`config.mk`:
```
export PLATFORM = sky130hd
export DESIGN_NAME = attitude_classifier_flat
export DESIGN_NICKNAME = d
export VERILOG_FILES = /design/src/rtl/attitude_pkg.sv /design/src/rtl/attitude_classifier_if.sv /design/src/rtl/axis_hysteresis.sv /design/src/rtl/attitude_classifier.sv /design/src/flat_wrapper.sv
export SDC_FILE = /design/constraint.sdc
export NUM_CORES = 1
export LEC_CHECK = 0
export ABC_AREA = 1
export CAP_MARGIN = 25
export CORE_MARGIN = 8
export CORE_UTILIZATION = 45
export DETAILED_ROUTE_END_ITERATION = 8
export GPL_ROUTABILITY_DRIVEN = 0
export PLACE_DENSITY = 0.72
export SYNTH_ARGS = -nofsm -noshare
export SYNTH_HDL_FRONTEND = slang
export SYNTH_SLANG_ARGS = --single-unit
```
`constraint.sdc`:
```
create_clock -name i_Clk -period 2.3 [get_ports i_Clk]
set_clock_uncertainty 0.1 [all_clocks]
set_input_delay 0.23 -clock i_Clk [delete_from_list [all_inputs] [get_ports i_Clk]]
set_output_delay 0.23 -clock i_Clk [all_outputs]
set_load 0.05 [all_outputs]
```
`src/rtl/attitude_pkg.sv`:
```
// Shared attitude-code definitions used by the classifier and the downstream
// seven-segment decoder.
package attitude_pkg;

  localparam int unsigned ATT_W          = 4;
  localparam int unsigned ATT_SGN_ROLL   = 0;
  localparam int unsigned ATT_SGN_PITCH  = 1;
  localparam int unsigned ATT_ZERO_ROLL  = 2;
  localparam int unsigned ATT_ZERO_PITCH = 3;

  typedef logic [ATT_W-1:0] att_code_t;

  // Level attitude: both axes near zero, signs cleared.
  localparam att_code_t ATT_LEVEL = 4'b1100;

  // Assemble an attitude code from the per-axis sign/zero flags.
  function automatic att_code_t att_pack(input logic sgn_roll,
                                         input logic sgn_pitch,
                                         input logic zero_roll,
                                         input logic zero_pitch);
    att_code_t code;
    code                 = '0;
    code[ATT_SGN_ROLL]   = sgn_roll;
    code[ATT_SGN_PITCH]  = sgn_pitch;
    code[ATT_ZERO_ROLL]  = zero_roll;
    code[ATT_ZERO_PITCH] = zero_pitch;
    return code;
  endfunction

endpackage

```
`src/rtl/attitude_classifier_if.sv`:
```
// Sample/result bus between the IMU angle path and the attitude classifier.
import attitude_pkg::*;

interface attitude_classifier_if #(
  parameter int ANGLE_W = 16
);
  logic                      i_Valid;
  logic signed [ANGLE_W-1:0] i_Roll;
  logic signed [ANGLE_W-1:0] i_Pitch;
  logic                      i_Sync_Clr;
  att_code_t                 o_Attitude;
  logic                      o_Update;

  modport master (
    output i_Valid, i_Roll, i_Pitch, i_Sync_Clr,
    input  o_Attitude, o_Update
  );

  modport slave (
    input  i_Valid, i_Roll, i_Pitch, i_Sync_Clr,
    output o_Attitude, o_Update
  );
endinterface

```
`src/rtl/axis_hysteresis.sv`:
```
// Per-axis near-zero classifier: saturating magnitude, hysteresis on the
// zero flag, and the sign/zero pair the new sample would produce.
module axis_hysteresis #(
  parameter int ANGLE_W    = 16,
  parameter int ZERO_ENTER = 64,
  parameter int ZERO_EXIT  = 128
) (
  input  logic                      clk,
  input  logic                      rst_n,
  input  logic signed [ANGLE_W-1:0] sample,
  input  logic                      valid,
  input  logic                      clear,
  output logic                      zero_next,
  output logic                      sgn_next
);

  localparam logic [ANGLE_W-1:0] MOST_NEG = {1'b1, {(ANGLE_W-1){1'b0}}};
  localparam logic [ANGLE_W-1:0] MAG_MAX  = {1'b0, {(ANGLE_W-1){1'b1}}};
  localparam logic [ANGLE_W-1:0] ENTER_L  = ANGLE_W'(ZERO_ENTER);
  localparam logic [ANGLE_W-1:0] EXIT_L   = ANGLE_W'(ZERO_EXIT);

  logic [ANGLE_W-1:0] raw;
  logic [ANGLE_W-1:0] mag;
  logic               zero_q;

  assign raw = sample;

  // Absolute value; the most negative input has no positive twin and saturates.
  always_comb begin
    mag = raw;
    if (raw[ANGLE_W-1]) begin
      if (raw == MOST_NEG) mag = MAG_MAX;
      else                 mag = ~raw + ANGLE_W'(1);
    end
  end

  // Hysteresis: leave zero only above EXIT, enter zero only at or below ENTER.
  always_comb begin
    zero_next = zero_q;
    if (valid) begin
      if (zero_q) zero_next = !(mag > EXIT_L);
      else        zero_next = (mag <= ENTER_L);
    end
    sgn_next = zero_next ? 1'b0 : raw[ANGLE_W-1];
  end

  // Zero-flag register; clear wins over a coincident valid sample.
  always_ff @(posedge clk or negedge rst_n) begin
    if (!rst_n)      zero_q <= 1'b1;
    else if (clear)  zero_q <= 1'b1;
    else if (valid)  zero_q <= zero_next;
  end

endmodule

```
`src/rtl/attitude_classifier.sv`:
```
// Classifies roll/pitch into a 4-bit attitude code, debounces it over
// STABLE_COUNT identical samples and presents a registered code plus strobe.
import attitude_pkg::*;

module attitude_classifier #(
  parameter int ANGLE_W      = 16,
  parameter int ZERO_ENTER   = 64,
  parameter int ZERO_EXIT    = 128,
  parameter int STABLE_COUNT = 4
) (
  input  logic i_Clk,
  input  logic i_Rst_n,
  attitude_classifier_if.slave bus
);

  localparam int unsigned       CNT_W    = $clog2(STABLE_COUNT + 1);
  localparam logic [CNT_W-1:0]  CNT_FULL = CNT_W'(STABLE_COUNT);

  logic       zero_roll, sgn_roll;
  logic       zero_pitch, sgn_pitch;
  att_code_t  cand_new;
  att_code_t  cand_q;
  logic [CNT_W-1:0] count_q;
  att_code_t  att_q;
  logic       upd_q;

  axis_hysteresis #(
    .ANGLE_W   (ANGLE_W),
    .ZERO_ENTER(ZERO_ENTER),
    .ZERO_EXIT (ZERO_EXIT)
  ) u_roll (
    .clk      (i_Clk),
    .rst_n    (i_Rst_n),
    .sample   (bus.i_Roll),
    .valid    (bus.i_Valid),
    .clear    (bus.i_Sync_Clr),
    .zero_next(zero_roll),
    .sgn_next (sgn_roll)
  );

  axis_hysteresis #(
    .ANGLE_W   (ANGLE_W),
    .ZERO_ENTER(ZERO_ENTER),
    .ZERO_EXIT (ZERO_EXIT)
  ) u_pitch (
    .clk      (i_Clk),
    .rst_n    (i_Rst_n),
    .sample   (bus.i_Pitch),
    .valid    (bus.i_Valid),
    .clear    (bus.i_Sync_Clr),
    .zero_next(zero_pitch),
    .sgn_next (sgn_pitch)
  );

  assign cand_new = att_pack(sgn_roll, sgn_pitch, zero_roll, zero_pitch);

  // Stage 1: register the candidate and track how long it has been steady.
  always_ff @(posedge i_Clk or negedge i_Rst_n) begin
    if (!i_Rst_n) begin
      cand_q  <= ATT_LEVEL;
      count_q <= '0;
    end else if (bus.i_Sync_Clr) begin
      cand_q  <= ATT_LEVEL;
      count_q <= '0;
    end else if (bus.i_Valid) begin
      if (cand_new == cand_q) begin
        if (count_q != CNT_FULL) count_q <= count_q + CNT_W'(1);
      end else begin
        count_q <= CNT_W'(1);
      end
      cand_q <= cand_new;
    end
  end

  // Stage 2: publish a stable candidate only when it differs from the display.
  always_ff @(posedge i_Clk or negedge i_Rst_n) begin
    if (!i_Rst_n) begin
      att_q <= ATT_LEVEL;
      upd_q <= 1'b0;
    end else if (bus.i_Sync_Clr) begin
      att_q <= ATT_LEVEL;
      upd_q <= 1'b0;
    end else if ((count_q == CNT_FULL) && (cand_q != att_q)) begin
      att_q <= cand_q;
      upd_q <= 1'b1;
    end else begin
      upd_q <= 1'b0;
    end
  end

  assign bus.o_Attitude = att_q;
  assign bus.o_Update   = upd_q;

endmodule
```
`src/flat_wrapper.sv`:
```
// flat-port wrapper written by rule: the top's interface ports become plain ports
module attitude_classifier_flat 
#(
  parameter int ANGLE_W      = 16,
  parameter int ZERO_ENTER   = 64,
  parameter int ZERO_EXIT    = 128,
  parameter int STABLE_COUNT = 4
)
  (i_Clk, i_Rst_n, bus_i_Valid, bus_i_Roll, bus_i_Pitch, bus_i_Sync_Clr, bus_o_Attitude, bus_o_Update);
  attitude_classifier_if #(.ANGLE_W(ANGLE_W)) bus_i ();
  input  logic i_Clk;
  input  logic i_Rst_n;
  input wire logic [$bits(bus_i.i_Valid)-1:0] bus_i_Valid;
  input wire logic [$bits(bus_i.i_Roll)-1:0] bus_i_Roll;
  input wire logic [$bits(bus_i.i_Pitch)-1:0] bus_i_Pitch;
  input wire logic [$bits(bus_i.i_Sync_Clr)-1:0] bus_i_Sync_Clr;
  output wire logic [$bits(bus_i.o_Attitude)-1:0] bus_o_Attitude;
  output wire logic [$bits(bus_i.o_Update)-1:0] bus_o_Update;
  assign bus_i.i_Valid = bus_i_Valid;
  assign bus_i.i_Roll = bus_i_Roll;
  assign bus_i.i_Pitch = bus_i_Pitch;
  assign bus_i.i_Sync_Clr = bus_i_Sync_Clr;
  assign bus_o_Attitude = bus_i.o_Attitude;
  assign bus_o_Update = bus_i.o_Update;
  attitude_classifier #(.ANGLE_W(ANGLE_W), .ZERO_ENTER(ZERO_ENTER), .ZERO_EXIT(ZERO_EXIT), .STABLE_COUNT(STABLE_COUNT)) u_core (.i_Clk(i_Clk), .i_Rst_n(i_Rst_n), .bus(bus_i));
endmodule
```
==> reports/qor.txt, run 1 <==
Hold Path Class: input port to asynchronous set/reset pin
Chip Height: 81.31 um
n_diodes: 0
Synth warnings: 0
Synth Instances: 321
drt wl/cell: 11.58 um
final setup margin: 0.1113 ns
die area: 6611 sq um
worst hold slack: 0.2500 ns
FMAX: 456.9 MHz
Layout area overhead: 47.91%
pin count of the biggest net entering global routing: 13
Max H-tree Level: 1
Worst Max-Slew Pin Slew: 0.5373 ns
Final Non-Filler Cells: 457
Crit. End Element: flop
syn nets: 361
1st-iter DRT viols: 81
VDD IR max: 0.1758 mV
hold-fix buffers at CTS: 0
synthesized flop and latch total: 12
Psw: 0.2745 mW
Power Density: 277.7 nW/um^2
gr ovfl total: 0
antenna violations before repair: 0
Int Pwr: 0.5137 mW
max cap viols: 0
status: completed
Core Box Area: 4058 sq um
DP Wirelength: 4155 um
CTS Sinks: 12
sequential area share after synthesis: 0.1591
number of setup violations in the final report: 0
Initial Util: 0.4730
CTS Root Buffer Type: clkbuf_8
crit start category: input port
Sw Share: 0.3483
CP required: 2.36 ns
Clock power frac: 0.246
pre-CTS setup slack: -0.4643 ns
filler instances: 357
share of cells above drive strength 1: 0.3759
first-pass GRT wire length: 9066 um
total CTS buffers: 3
Antenna Nets Post-Route: 0
crit share post-route: 0.9516
Die Wd: 81.31 um
Critical Path AT: 2.25 ns
Slew HR: 0.6407
clk_lat worst skew: 0.23 ns
Clock Tree Buf Depth: 2
combinational fraction of design power: 0.464
IO Pins: 41
Clock transition at path regs: 0.05 ns
routed vias: 2239
number of vias per cell: 4.899
Routed WL: 5290 um
critical path class: input port to flop
sequential share of power: 0.290
vias in the first global route: 2185
Mapped Area: 1919 sq um
Port Buffers: 40
Site Rows: 23
Yosys cell types: 33
final hold violations: 0
GR Util All Layers: 0.1627
Static Leak: 1.564 nW
worst reg-to-reg setup slack: 0.55 ns
nets: 448
Slew Limit Fails: 0
CTS tree: yes
Pre-antenna DRT Iters: 4
Max Fanout on Critical Path: 6
post-layout util: 0.6997
mean post-synth cell area: 5.979 sq um
Placed Cells: 447
Total Power: 0.7883 mW
detailed-route DRC error count: 0
min Tclk post-route: 2.189 ns
## cell type report
type                            count  area, sq um  area share
Sequential cell                    12        305.3      0.1075
Inverter                           49        183.9     0.06479
Clock buffer                        4        45.04     0.01587
Tap cell                           50        62.56     0.02204
Multi-Input combinational cell    256         1505      0.5302
Timing Repair Buffer               86        737.0      0.2596
## cells in the final DEF (no fill, tap or decap), types with 2 or more instances in the layout
| master | count |
|---|---|
| a21oi_1 | 7 |
| clkbuf_2 | 8 |
| nor2_1 | 29 |
| o21ai_1 | 2 |
| inv_1 | 35 |
| nand3b_1 | 6 |
| nand3_1 | 23 |
| nor2_4 | 6 |
| xor2_1 | 4 |
| nand2_4 | 3 |
| xnor2_1 | 2 |
| nand4_1 | 9 |
| clkdlybuf4s50_1 | 9 |
| clkdlybuf4s15_1 | 3 |
| nand3_4 | 3 |
| o22ai_1 | 3 |
| a21oi_2 | 2 |
| o21ai_0 | 11 |
| nand2_1 | 78 |
| ha_4 | 2 |
| ha_1 | 2 |
| dlygate4sd2_1 | 6 |
| nand2_2 | 31 |
| dlymetal6s2s_1 | 14 |
| o21ai_2 | 4 |
| inv_2 | 14 |
| nor2_2 | 15 |
| dfrtp_1 | 8 |
| buf_4 | 45 |
| dfstp_2 | 4 |
| nand3_2 | 7 |
| clkbuf_8 | 3 |
## repair_timing
action / 4_1_cts / 5_1_grt
pin swaps: 30 / 50
setup endpoints to repair: 3 / 3
buffers inserted: 1 / 5
resized for setup: 42 / 52
## critical path: stages
cell,delay (ns)
dlygate4sd2_1,0.27
nor2_2,0.17
nand2_2,0.12
nor2_8,0.13
nand2_2,0.07
nand3b_1,0.08
nand2_1,0.06
nor2_1,0.12
nand3_2,0.09
nor2_2,0.17
nand2_2,0.11
nand4_1,0.10
nand2_2,0.07
nor2_4,0.16
nand3_4,0.09
nand2_4,0.11
nand2_2,0.06
o21ai_2,0.05
## per-stage QoR
step	instance area, sq um	setup TNS [ns]
after global routing	2839	-0.1083
after detailed placement	2639	-1.590
after CTS	2745	0
final	2839	0
after global placement	2639	-1.270
after floorplan	1919	0
## routing by layer
metal | vias to the layer above | routed length, um | part of all wire | GRT usage
met3 | 8 | 209 | 0.040 | 0.01987
met2 | 47 | 2796 | 0.53 | 0.3111
met5 | - | 0 | 0 | 0
met1 | 996 | 2223 | 0.42 | 0.1847
li1 | 1188 | - | - | -
met4 | 0 | 61 | 0.012 | 0.03750
## cell usage after synthesis
| library cell | number | area [sq um] |
|---|---|---|
| nand2_2 | 22 | 137.6 |
| nand3_4 | 3 | 52.55 |
| xor2_1 | 4 | 35.03 |
| a21oi_2 | 2 | 17.52 |
| inv_1 | 45 | 168.9 |
| o21ai_1 | 2 | 10.01 |
| nor2_1 | 38 | 142.6 |
| o22ai_1 | 3 | 18.77 |
| dfrtp_1 | 8 | 200.2 |
| o21ai_0 | 12 | 60.06 |
| o22a_1 | 1 | 8.760 |
| buf_6 | 2 | 22.52 |
| and2_1 | 1 | 6.260 |
| nor2_2 | 7 | 43.79 |
| nand2_4 | 2 | 22.52 |
| buf_4 | 1 | 7.510 |
| nand2_1 | 88 | 330.3 |
| a31o_2 | 1 | 8.760 |
| ha_1 | 4 | 50.05 |
| clkbuf_8 | 1 | 13.76 |
| xnor2_1 | 3 | 26.28 |
| a21oi_1 | 7 | 35.03 |
| nand3_1 | 27 | 135.1 |
| nand4_1 | 9 | 56.30 |
| nor2_4 | 5 | 56.30 |
| inv_2 | 4 | 15.01 |
| o21ai_2 | 3 | 26.28 |
| dfstp_2 | 4 | 105.1 |
| nor3_1 | 1 | 5.000 |
| nor2_8 | 1 | 20.02 |
| or2_2 | 1 | 6.260 |
| nand3b_1 | 6 | 45.04 |
| nand3_2 | 3 | 30.03 |
## flip-flops by register name, summed over array words and instances (netlist names)
register,count
u_core.bus.o_Attitude,4
u_core.count_q,3
u_core.u_roll.zero_q,1
u_core.u_pitch.zero_q,1
u_core.cand_q,2
u_core.bus.o_Update,1
## cells by family after synthesis
kind of cell,after synthesis,share of synthesized area
AND/OR/NAND/NOR,214,0.5678
AO/OA/AOI/OAI,31,0.09649
XOR/XNOR,7,0.03194
adder cells (fa/ha/maj),4,0.02608
buffers and inverters,53,0.1186
flip-flops,12,0.1591
## worst paths after layout
kind | cells after the start | to | startpoint
max | 18 | u_core.count_q[0]$_DFFE_PN0P_ | bus_i_Roll[6]
min | 1 | u_core.count_q[1]$_DFFE_PN0P_ | i_Rst_n
max reg2reg | 14 | u_core.count_q[0]$_DFFE_PN0P_ | u_core.u_roll.zero_q$_DFFE_PN1P_
min reg2reg | 2 | u_core.bus.o_Attitude[2]$_DFFE_PN1P_ | u_core.bus.o_Attitude[2]$_DFFE_PN1P_
max in group asynchronous | 1 | u_core.u_pitch.zero_q$_DFFE_PN1P_ | i_Rst_n
min in group i_Clk | 2 | u_core.bus.o_Attitude[2]$_DFFE_PN1P_ | u_core.bus.o_Attitude[2]$_DFFE_PN1P_
## power groups by stage
| stage | combinational, mW | clock [mW] | sequential [mW] |
|---|---|---|---|
| 3_5_place_dp | 0.346 | 0 | 0.232 |
| 3_3_place_gp | 0.337 | 0 | 0.231 |
| 5_1_grt | 0.407 | 0.212 | 0.230 |
| 6_report | 0.366 | 0.194 | 0.229 |
| 2_1_floorplan | 0.187 | 0 | 0.229 |
| 4_1_cts | 0.350 | 0.197 | 0.228 |
No activity file was read; power rests on OpenSTA's default activity.
==> run 2, diff against run 1 <==
Settings changed: CAP_MARGIN 25 to 30.
==> results of run 2 <==
The final DEF is identical to that of run 1; final timing and power are the same.
